File: config.mk
export PLATFORM = sky130hd
export DESIGN_NAME = uart_echo_responder
export DESIGN_NICKNAME = d
export VERILOG_FILES = /design/src/rtl/uart_echo_responder.sv
export SDC_FILE = /design/constraint.sdc
export NUM_CORES = 1
export LEC_CHECK = 0
export ABC_AREA = 1
export BUFFER_PORTS_ARGS = -buffer_cell sky130_fd_sc_hd__buf_4
export CAP_MARGIN = 20
export CELL_PAD_IN_SITES_DETAIL_PLACEMENT = 2
export CELL_PAD_IN_SITES_GLOBAL_PLACEMENT = 2
export CORE_MARGIN = 3
export CORE_UTILIZATION = 35
export DETAILED_ROUTE_END_ITERATION = 12
export GPL_ROUTABILITY_DRIVEN = 0
export HOLD_SLACK_MARGIN = 0.06
export PLACE_DENSITY_LB_ADDON = 0.3
export SYNTH_ARGS = -nofsm -noshare
export SYNTH_HDL_FRONTEND = slang
export SYNTH_SLANG_ARGS = --single-unit
export TNS_END_PERCENT = 50
File: constraint.sdc
create_clock -name clk_i -period 5.54 [get_ports clk_i]
set_input_delay 0.277 -clock clk_i [delete_from_list [all_inputs] [get_ports clk_i]]
set_output_delay 0.277 -clock clk_i [all_outputs]
set_load 0.005 [all_outputs]
File: src/rtl/uart_echo_responder.sv
// Buffers characters received from a UART Rx and echoes them back through a UART Tx, in order.
// Optional build macro ECHO_ERR_DROP_EN: discard parity/stop-error characters and count them.
module uart_echo_responder #(
  parameter int MAX_UART_DATA_W = 8,
  parameter int FIFO_DEPTH      = 16,
  parameter int FIFO_ADDR_W     = 4
) (
  input  logic                       clk_i,
  input  logic                       rst_ni,
  input  logic                       en_i,
  input  logic                       rx_done_i,
  input  logic [MAX_UART_DATA_W-1:0] rx_data_i,
  input  logic                       rx_parity_err_i,
  input  logic                       rx_stop_err_i,
  input  logic                       tx_busy_i,
  input  logic                       tx_done_i,
  output logic                       tx_start_o,
  output logic [MAX_UART_DATA_W-1:0] tx_data_o,
  output logic [FIFO_ADDR_W:0]       fifo_count_o,
  output logic                       overflow_o,
  output logic [7:0]                 err_drop_cnt_o
);

`ifdef ECHO_ERR_DROP_EN
  localparam bit DROP_EN = 1'b1;
`else
  localparam bit DROP_EN = 1'b0;
`endif

  typedef enum logic [1:0] {IDLE, START, WAIT_DONE} state_t;

  state_t                     r_state;
  state_t                     w_state_next;
  logic [MAX_UART_DATA_W-1:0] r_mem [FIFO_DEPTH];
  logic [FIFO_ADDR_W-1:0]     r_wr_ptr;
  logic [FIFO_ADDR_W-1:0]     r_rd_ptr;
  logic [FIFO_ADDR_W:0]       r_count;
  logic [MAX_UART_DATA_W-1:0] r_tx_data;
  logic                       r_overflow;
  logic [7:0]                 r_err_cnt;

  logic w_full;
  logic w_empty;
  logic w_rx_flagged;
  logic w_drop;
  logic w_rx_take;
  logic w_pop;
  logic w_push;
  logic w_overflow_set;

  assign w_full       = (r_count == (FIFO_ADDR_W+1)'(FIFO_DEPTH));
  assign w_empty      = (r_count == '0);
  assign w_rx_flagged = rx_parity_err_i | rx_stop_err_i;
  assign w_drop       = DROP_EN & rx_done_i & en_i & w_rx_flagged;
  assign w_rx_take    = rx_done_i & en_i & ~w_drop;

  // A pop frees a slot in the same cycle, so a full FIFO still accepts a simultaneous push.
  assign w_pop          = (r_state == IDLE) & en_i & ~w_empty & ~tx_busy_i;
  assign w_push         = w_rx_take & (~w_full | w_pop);
  assign w_overflow_set = w_rx_take & w_full & ~w_pop;

  always_ff @(posedge clk_i) begin
    if (w_push) begin
      r_mem[r_wr_ptr] <= rx_data_i;
    end
  end

  always_ff @(posedge clk_i or negedge rst_ni) begin
    if (!rst_ni) begin
      r_wr_ptr   <= '0;
      r_rd_ptr   <= '0;
      r_count    <= '0;
      r_tx_data  <= '0;
      r_overflow <= 1'b0;
      r_err_cnt  <= 8'd0;
    end else begin
      if (w_push) begin
        r_wr_ptr <= r_wr_ptr + 1'b1;
      end
      if (w_pop) begin
        r_rd_ptr  <= r_rd_ptr + 1'b1;
        r_tx_data <= r_mem[r_rd_ptr];
      end
      if (w_push && !w_pop) begin
        r_count <= r_count + 1'b1;
      end else if (w_pop && !w_push) begin
        r_count <= r_count - 1'b1;
      end
      if (w_overflow_set) begin
        r_overflow <= 1'b1;
      end
      if (w_drop && (r_err_cnt != 8'hFF)) begin
        r_err_cnt <= r_err_cnt + 8'd1;
      end
    end
  end

  always_ff @(posedge clk_i or negedge rst_ni) begin
    if (!rst_ni) begin
      r_state <= IDLE;
    end else begin
      r_state <= w_state_next;
    end
  end

  always_comb begin
    w_state_next = r_state;
    case (r_state)
      IDLE:      if (w_pop) w_state_next = START;
      START:     if (tx_busy_i || tx_done_i) w_state_next = WAIT_DONE;
      WAIT_DONE: if (tx_done_i) w_state_next = IDLE;
      default:   w_state_next = IDLE;
    endcase
  end

  always_comb begin
    tx_start_o = (r_state == START);
  end

  assign tx_data_o      = r_tx_data;
  assign fifo_count_o   = r_count;
  assign overflow_o     = r_overflow;
  assign err_drop_cnt_o = DROP_EN ? r_err_cnt : 8'd0;

endmodule

Word level (Yosys, flattened, before mapping)

Memories as Yosys holds them, arrays and structs flattened. A register that Yosys moved wholly into a read port is not among the register bits.
Index checks and enable logic that the tools add are counted.

Bits in registers: 16
RAM bits: 128
Word-level logic and storage cells: 46
Memories: 1

Memories:

| memory | depth | width | rd ports | clocked after Yosys merged registers in | write ports | line | source |
|---|---|---|---|---|---|---|---|
| r_mem  | 16    | 8     | 1        | 1                                       | 1           | 34   | `logic [MAX_UART_DATA_W-1:0] r_mem [FIFO_DEPTH];` |

Add/subtract/negate cells: 4
Eq/ne operators: 6
Multiplexer cells: 8
Bitwise operators: 12
Reductions and logical operators: 10

Operators with widths:

| cell                                                                  | number |
|---|---|
| 5-bit 2-to-1 mux                                                      | 2 |
| 4-bit by 1-bit adder with 4-bit output, second input constant         | 2 |
| 1-bit bitwise AND                                                     | 7 |
| 2-bit 2-to-1 mux                                                      | 3 |
| 2-bit one-hot mux with 3 select lines                                 | 1 |
| 5-bit by 1-bit adder with 5-bit output, second input constant         | 1 |
| 5-bit equality test, second input constant                            | 1 |
| 5-bit logical NOT                                                     | 1 |
| 5-bit by 1-bit subtractor with 5-bit output, second input constant    | 1 |
| 2-bit != test, second input constant                                  | 2 |
| 1-bit inverter                                                        | 4 |
| 1-bit logical NOT                                                     | 3 |
| 3-bit AND reduction                                                   | 1 |
| 2-bit by 1-bit equality test with 1-bit output, second input constant | 1 |
| 2-bit equality test, second input constant                            | 1 |
| 1-bit logical AND                                                     | 2 |
| 2-bit logical NOT                                                     | 1 |
| 1-bit 2-to-1 mux                                                      | 2 |
| 2-bit by 1-bit != test with 1-bit output, second input constant       | 1 |
| 2-bit nonzero test                                                    | 1 |
| 1-bit logical OR                                                      | 1 |
| 1-bit OR                                                              | 1 |

Longest topological paths before layout

Gate-level depths: netlist of run 1.

Word-level depth: 10
Gate-level depth with buffers: 14
Depth with buffers taken out: 14

Worst setup path before layout of run 1

Ideal clock, no wire load.

Kind: register -> register
Start point: reg r_count[2], in the netlist fifo_count_o[2]
End point: reg r_count[4], in the netlist fifo_count_o[4]
Library setup time: 121 ps
Arrival time: 2130 ps
Required time: 5419 ps
Setup slack: 3289 ps
Cell stages (with the launch flop): 14
Path buffers: 0
Path through: dfrtp_1 > nor2_1 > nand4_1 > nand2_2 > inv_1 > ha_1 > inv_1 > ha_1 > a21oi_1 > o21ai_0 > a21oi_1 > o21ai_0 > nand2_1 > nand2_1

Word-level cells in the longest chain between the ends: 9

Ends and longest elaborated chain:

| item                                | line | source |
|---|---|---|
| from (decl)                         | 37   | `logic [FIFO_ADDR_W:0] r_count;` |
| from (signal assigned)              | 85   | `r_count <= r_count + 1'b1;` |
| from (signal assigned)              | 87   | `r_count <= r_count - 1'b1;` |
| 5-bit logical NOT                   | 52   | `assign w_empty = (r_count == '0);` |
| 1-bit inverter                      | 58   | `assign w_pop = (r_state == IDLE) & en_i & ~w_empty & ~tx_busy_i;` |
| 1-bit bitwise AND (2 in series)     | 58   |  |
| 1-bit OR (*)                        | 59   | `assign w_push = w_rx_take & (~w_full \| w_pop);` |
| 1-bit bitwise AND (*)               | 59   |  |
| via w_push                          | 48   | `logic w_push;` |
| 1-bit logical NOT                   | 86   | `end else if (w_pop && !w_push) begin` |
| 1-bit logical AND                   | 86   |  |
| 2-bit nonzero test (no source line) | -    |  |

The timed path passes the listed nets; every way through them passes the cells marked *. The select of a mux whose other input is x is not followed.
A chain may end at the register's enable or synchronous reset.

Worst setup path after layout of run 1

Ends and elaborated chain as after synthesis.

==> run_results.csv, run 1 <==
group,metric,value,unit
status,outcome,"finished clean",
yosys,synth_seq_cells,152,
global_route,grt_usage,19.3,%
yosys,synth_warnings,0,
timing,layout_min_cycle_time,3.00,ns
drt,avgRoutedWirePerCell,20.3,um
timing,final-setup-viol-count,0,
critical_path,setup.worst_path.end_class,"flip-flop",
clocking,cts.path.max_buffers,2,
critical_path,critical_path.max_stage_delay,0.44,ns
min_path,hold_start,"tx_busy_i",
timing,slew_headroom,31.6,%
power,power_switching,1.52,mW
clocking,cts_sinks,152,
yosys,synthCells,682,
place,placed_cells,951,
drt,dr_wl_met2,10.4,mm
power,swShare,37.1,%
clocking,cts_buffers,17,
cells_and_area,final-instance-count-excl-fill,986,
floorplan,die_y,146,um
drt,drt_iter0_markers,376,
clocking,post_cts_resized,0,
clocking,clockRootBuffer,"clkbuf_16",
global_route,grt-ovfl-total,0,
critical_path,r2r_slack,2.54,ns
floorplan,fp.coreArea,19000,sq um
timing,tightest_slew,1.02,ns
clocking,ctsHtreeMaxLevel,4,
critical_path,critPathMaxFanout,17,
critical_path,worstPathCellList,"nor2_1, nand4_1, nand2_2, inv_1, ha_1, inv_1, ha_1, a21oi_1, o21ai_0, a21oi_1, o21ai_0, nand2_1, nand2_1",
timing,fmax,334,MHz
floorplan,die_w,146,um
power,power_frac_seq,36.5,%
cells_and_area,final_core_util,42.0,%
cells_and_area,fill_cells,2054,
power,max-vdd-ir-drop,256,uV
yosys,synth.area.top_cells,"edfxtp_1, nand2_1, dfrtp_1",
critical_path,worstSetupStartpointType,"flip-flop",
power,p_int,2.57,mW
drt,ant_nets,0,
drt,highest_layer,"met4",
place,dp_hpwl,12.4,mm
global_route,grt_pass1_vias,5326,
critical_path,cp.arrival,3.31,ns
run,drv_cap,0,
min_path,min_path_cells,3,
power,power_frac_clock,31.7,%
timing,hold_viol_final,0,
timing,rsz0062_at_grt,"false",
critical_path,reg2reg_to,"fifo_count_o[4]",
yosys,ys_seq_area_share,64.5,%
timing,drv_slew,0,
floorplan,start_util,36.2,%
drt,wirelength,20.0,mm
yosys,synthesis.area,6890,sq um
cells_and_area,nets,740,
power,leakage,3.49,nW
drt,drt_first_pass_iters,4,
drt,wl_met1,8.53,mm
power,power_frac_comb,31.8,%
drt,drc_errors,0,
floorplan,num_rows,50,
critical_path,reg2reg_from,"fifo_count_o[2]",
critical_path,slowest_stage,"dfrtp_1",
cells_and_area,antenna_cells,0,
min_path,holdPathEnd,"r_state[1]",
drt,wl_met3,784,um
critical_path,r2r_cells,13,
timing,finalHoldWorstSlack,0.134,ns
clocking,clock_latency,0.43,ns
global_route,antenna_found_initial,0,
clocking,clk_pin_slew_worst_paths,0.06,ns
critical_path,worstPathRequired,5.86,ns
yosys,synth_top_cell_by_area,"edfxtp_1",
floorplan,ios,39,
cells_and_area,drive_gt1_share,11.2,%
global_route,grt_max_degree,67,
critical_path,crit_family,"simple AND/OR/NAND/NOR gates",
min_path,hold_path.class,"in2reg",
drt,vias_per_cell,4.92,
floorplan,die_area,21400,sq um
clocking,cts_setup_buffers,0,
timing,setup_tns,0,ns
critical_path,crit_buf_inv,2,
power,pwr_density_cell,512,nW/um^2
place,io_buffers,28,
drt,vias,4851,
yosys,yosysUniqueCellTypes,25,
clocking,ctsHoldBuffers,3,
critical_path,critical_path_class,"reg2reg",
yosys,syn_area_per_cell,10.1,sq um
power,power,4.09,mW
yosys,synth_top_cell_area_share,55.8,%
timing,skew,0.00963,ns
cells_and_area,synthToLayoutAreaGrowth,15.8,%
timing,fin_crit_sh,54.1,%
clocking,cts_tree,"built",
global_route,grt_pass1_wl,31.5,mm
==> cell families (layout without fill, tap and decap cells) <==
family	after synthesis	after routing	share of synthesized area [%]
AO/OA/AOI/OAI	18	18	1.43
XOR/XNOR	8	8	1.02
other	1	8	0.0544
adder cells (fa/ha/maj)	11	11	2.11
flip-flops	152	152	64.5
AND/OR/NAND/NOR	336	336	20.5
buffers and inverters	156	193	10.4
==> layout by cell type, fill, tap and decap left out <==
cell type / netlist / final
conb_1: 1 / 8
inv_2: 1 / 1
a21oi_1: 3 / 3
inv_6: 0 / 2
fa_1: 1 / 1
nand2_2: 1 / 1
clkinv_4: 0 / 1
clkinv_1: 2 / 2
nand2_1: 212 / 212
o21bai_1: 1 / 1
clkinv_2: 0 / 2
xor2_1: 7 / 7
dfrtp_1: 24 / 23
nor3_1: 14 / 7
nor3_2: 0 / 7
nor2_1: 6 / 6
bufinv_16: 0 / 5
nand3_1: 101 / 101
nand4_1: 2 / 2
xnor2_1: 1 / 1
inv_1: 116 / 116
dlygate4sd3_1: 0 / 3
dfrtp_2: 0 / 1
o211ai_1: 1 / 1
edfxtp_1: 128 / 128
clkbuf_16: 0 / 17
ha_1: 10 / 10
o41ai_1: 1 / 1
clkinvlp_4: 0 / 5
o21ai_0: 12 / 12
buf_4: 12 / 39
==> through the flow <==
step / worst slack (ns) / cell area (sq um)
detailed placement: 2.54 / 7300
global route: 2.22 / 7980
floorplan: 3.29 / 6920
finish: 2.54 / 7980
global placement: 2.71 / 7300
CTS: 2.52 / 7980
==> tightest hold or removal path, delay by kind of cell <==
| family | cells | cell delay (ns) |
|---|---|---|
| AO/OA/AOI/OAI | 2 | 0.16 |
| buffers and inverters | 1 | 0.09 |
==> synthesized netlist by cell type <==
cell type and n:
nand2_2 1, nand3_1 101, nor3_1 14, ha_1 10, dfrtp_1 24, inv_2 1, buf_6 9, nand4_1 2
o41ai_1 1, o21bai_1 1, buf_4 12, inv_1 116, conb_1 1, fa_1 1, o211ai_1 1, buf_2 14
edfxtp_1 128, clkinv_1 2, o21ai_0 12, clkbuf_1 2, xor2_1 7, nor2_1 6, xnor2_1 1, a21oi_1 3
nand2_1 212
==> state kept, by name, summed over array words and instances, names as in the netlist <==
register and count:
tx_data_o 8, fifo_count_o 5, r_rd_ptr 4, r_wr_ptr 4
r_state 2, overflow_o 1, r_mem 128
==> cell type report <==
type	instances	area, sq um	area share, %
Clock inverter	15	224	2.81
Sequential cell	152	4450	55.7
Timing Repair Buffer	42	323	4.04
Multi-Input combinational cell	381	1790	22.4
Inverter	119	447	5.60
Clock buffer	17	425	5.33
Tap cell	260	325	4.08
==> layer usage <==
layer / global-route usage, % / vias up
li1: - / 2242
met1: 24.7 / 2502
met2: 33.9 / 87
met3: 2.92 / 20
met4: 6.02 / 0
met5: 0 / -
==> power groups by stage <==
| stage | Clock [mW] | Sequential [mW] | Combinational, mW |
|---|---|---|---|
| finish | 1.29 | 1.49 | 1.30 |
| global route | 1.36 | 1.51 | 1.47 |
| CTS | 1.31 | 1.50 | 1.33 |
| detailed placement | 0 | 1.52 | 1.30 |
| global placement | 0 | 1.50 | 1.22 |
| floorplan | 0 | 1.46 | 0.906 |
==> how the worst max path moves through the flow <==
stage	startpoint	endpoint	slack, ns	cells after the start
after floorplan	fifo_count_o[2]	fifo_count_o[4]	3.29	13
after global placement	fifo_count_o[2]	fifo_count_o[4]	2.71	13
after detailed placement	fifo_count_o[2]	fifo_count_o[4]	2.54	13
after CTS	fifo_count_o[2]	fifo_count_o[4]	2.52	13
after global routing	fifo_count_o[2]	fifo_count_o[4]	2.22	13
final	fifo_count_o[2]	fifo_count_o[4]	2.54	13
Power figures use the tool's default switching activity.
==> run 2, diff against run 1 <==
Settings changed: ABC_AREA 1 to 0.
Clock period 5.54 ns to 2.6 ns, I/O delays scaled along.
==> run 2 against run 1 <==
  * Count of clock-buffer cells in the layout did not move
  * Critical path depth is 4 lower
  * Wire length decreased by 31%
  * Combinational power rose by 69%
  * Hold slack better by 0.040 ns
  * Power increased by 87%
  * Critical path type unchanged
  * Critical endpoint unchanged
  * Largest cell class unchanged
==> run_results.csv, run 2 <==
group,metric,value,unit
critical_path,worstSetupStartpointType,"flip-flop",
timing,tightest_slew,0.548,ns
global_route,grt_max_degree,28,
drt,vias_per_cell,4.95,
cells_and_area,layout_common_cells,"edfxtp_1, buf_4, mux4_2, nand2_1, dfrtp_1",
cells_and_area,nets,440,
cells_and_area,largest_register_ffs,128,
cells_and_area,top_register,"r_mem",
critical_path,critical_path_class,"reg2reg",
place,dp_hpwl,9.25,mm
power,max-vdd-ir-drop,574,uV
floorplan,ios,39,
global_route,antenna_found_initial,0,
drt,drt_iter0_markers,130,
timing,final-setup-viol-count,0,
yosys,yosysUniqueCellTypes,34,
clocking,cts_tree,"built",
clocking,clock_latency,0.42,ns
run,drv_cap,0,
cells_and_area,design_area,7510,sq um
timing,setup_tns,0,ns
yosys,synth.area.top_cells,"edfxtp_1, mux4_2, dfrtp_1",
critical_path,slowest_stage,"or4b_4",
floorplan,die_area,19500,sq um
floorplan,die_w,140,um
place,io_buffers,28,
global_route,grt_pass1_wl,22.2,mm
drt,drc_errors,0,
floorplan,start_util,36.0,%
clocking,clockRootBuffer,"clkbuf_16",
global_route,grt_pass1_vias,3689,
yosys,ys_seq_area_share,70.9,%
drt,vias,3217,
cells_and_area,antenna_cells,0,
cells_and_area,synthToLayoutAreaGrowth,19.9,%
yosys,synth_ff_type,"edfxtp_1",
cells_and_area,fill_cells,1636,
timing,fmax,401,MHz
clocking,clk_pin_slew_worst_paths,0.06,ns
global_route,grt-ovfl-total,0,
power,pwr_density_cell,1020,nW/um^2
drt,avgRoutedWirePerCell,21.1,um
yosys,synthArstFlopShare,15.8,%
yosys,synth_warnings,0,
critical_path,critical_path.max_stage_delay,0.58,ns
yosys,synthTopCellsByCount,"edfxtp_1, mux4_2, nand2_1",
clocking,ctsHtreeMaxLevel,4,
critical_path,worstPathCellList,"or4b_4, a31oi_4, ha_4, inv_4, ha_1, a21o_1, a21oi_2, mux2i_1, xnor2_1",
status,outcome,"finished clean",
floorplan,num_rows,48,
critical_path,crit_family,"simple AND/OR/NAND/NOR gates",
clocking,cts.path.max_buffers,2,
critical_path,cp.arrival,2.84,ns
cells_and_area,drive_gt1_share,30.4,%
timing,fin_crit_sh,96.0,%
floorplan,die_y,140,um
drt,ant_nets,0,
cells_and_area,final_common_cell,"edfxtp_1",
yosys,synth_edf_count,128,
timing,drv_slew,0,
timing,layout_min_cycle_time,2.50,ns
yosys,synth_seq_cells,152,
timing,hold_viol_final,0,
drt,drt_first_pass_iters,4,
place,dpl-instance-area,6820,sq um
clocking,cts_sinks,152,
critical_path,reg2reg_from,"r_state[0]",
global_route,grt_usage,15.2,%
yosys,synth_top_cell_by_area,"edfxtp_1",
timing,slew_headroom,63.5,%
critical_path,crit_buf_inv,1,
cells_and_area,final_core_util,43.1,%
critical_path,setup.worst_path.end_class,"flip-flop",
yosys,synth_top_cell_area_share,61.3,%
yosys,yosysMostFrequentCell,"edfxtp_1",
power,leakage,2.71,nW
critical_path,critPathMaxFanout,5,
yosys,synthesis.area,6270,sq um
yosys,synthCells,346,
critical_path,worstPathRequired,2.94,ns
clocking,cts_buffers,17,
yosys,syn_area_per_cell,18.1,sq um
min_path,hold_path.class,"in2async",
floorplan,fp.coreArea,17400,sq um
timing,finalHoldWorstSlack,0.173,ns
critical_path,worstSetupStartpoint,"r_state[0]",
drt,wirelength,13.7,mm
timing,skew,0.00604,ns
-- run 2: cell types whose count changed in the layout (fill, tap and decap cells not counted), moves of 10 or more --
cell           delta
nand3_1          -99
and2_1           +12
dlygate4sd3_1    +11
inv_1           -105
buf_4            +10
mux2i_1          +10
nand2_1         -183
mux4_2           +32
-- run 2: path summary, 6_finish.rpt --
check | end | slack [ns] | depth (start not counted)
max in group asynchronous | r_rd_ptr[0] | 2.15 | 2
min | r_wr_ptr[2] | 0.17 | 2
max | fifo_count_o[4] | 0.10 | 9
max reg2reg | fifo_count_o[4] | 0.10 | 9
min reg2reg | overflow_o | 0.48 | 1
min in group clk_i | overflow_o | 0.30 | 4
-- run 2: timing repair --
item / in CTS / in global routing
endpoints found under the setup margin: 0 / 1
setup buffers: 0 / 2
hold buffers: 14 / 0
gates resized for setup: 0 / 1
endpoints found under the hold margin: 155 / 0
-- run 2: power by group --
part / internal, mW / switching, mW / leakage, nW / total (mW)
registers: 2.92 / 0.266 / 1.45 / 3.19
clock network: 1.30 / 0.953 / 0.257 / 2.25
logic: 1.11 / 1.08 / 1.01 / 2.20
-- run 2: layout make-up --
class                      count  area [sq um]  share of cell area, %
clock buffer                  17           425                   5.66
multi-input combinational    166          1680                   22.3
inverter                      12          47.5                  0.633
clock inverter                14           110                   1.47
sequential                   152          4450                   59.2
tap                          225           282                   3.75
timing repair buffer          64           528                   7.03
-- run 2: kinds of logic (layout without fill, tap and decap cells) --
kind of cell             count (synthesis)  after routing  synth area share [%]
flip-flops                             152            152                  70.9
AND/OR/NAND/NOR                         60             60                  5.07
multiplexers                            50             50                  14.5
buffers and inverters                   35            107                  3.09
AO/OA/AOI/OAI                           27             27                  2.60
adder cells (fa/ha/maj)                 11             11                  2.32
XOR/XNOR                                10             10                  1.40
other                                    1              8                0.0598
-- run 2: stage by stage --
stage / setup slack [ns] / power (mW) / cells
2_1_floorplan: 0.0122 / 4.67 / 353
3_3_place_gp: 0.154 / 5.33 / 603
3_5_place_dp: 0.0806 / 5.44 / 603
4_1_cts: 0.0375 / 7.76 / 648
5_1_grt: -0.00719 / 8.09 / 650
6_report: 0.105 / 7.63 / 650
-- run 2: layer usage --
layer  wire [um]  global-route usage (%)
met5           0                       0
met3         398                    3.57
met1        6020                    19.5
met2        7110                    25.9
met4         173                    4.74
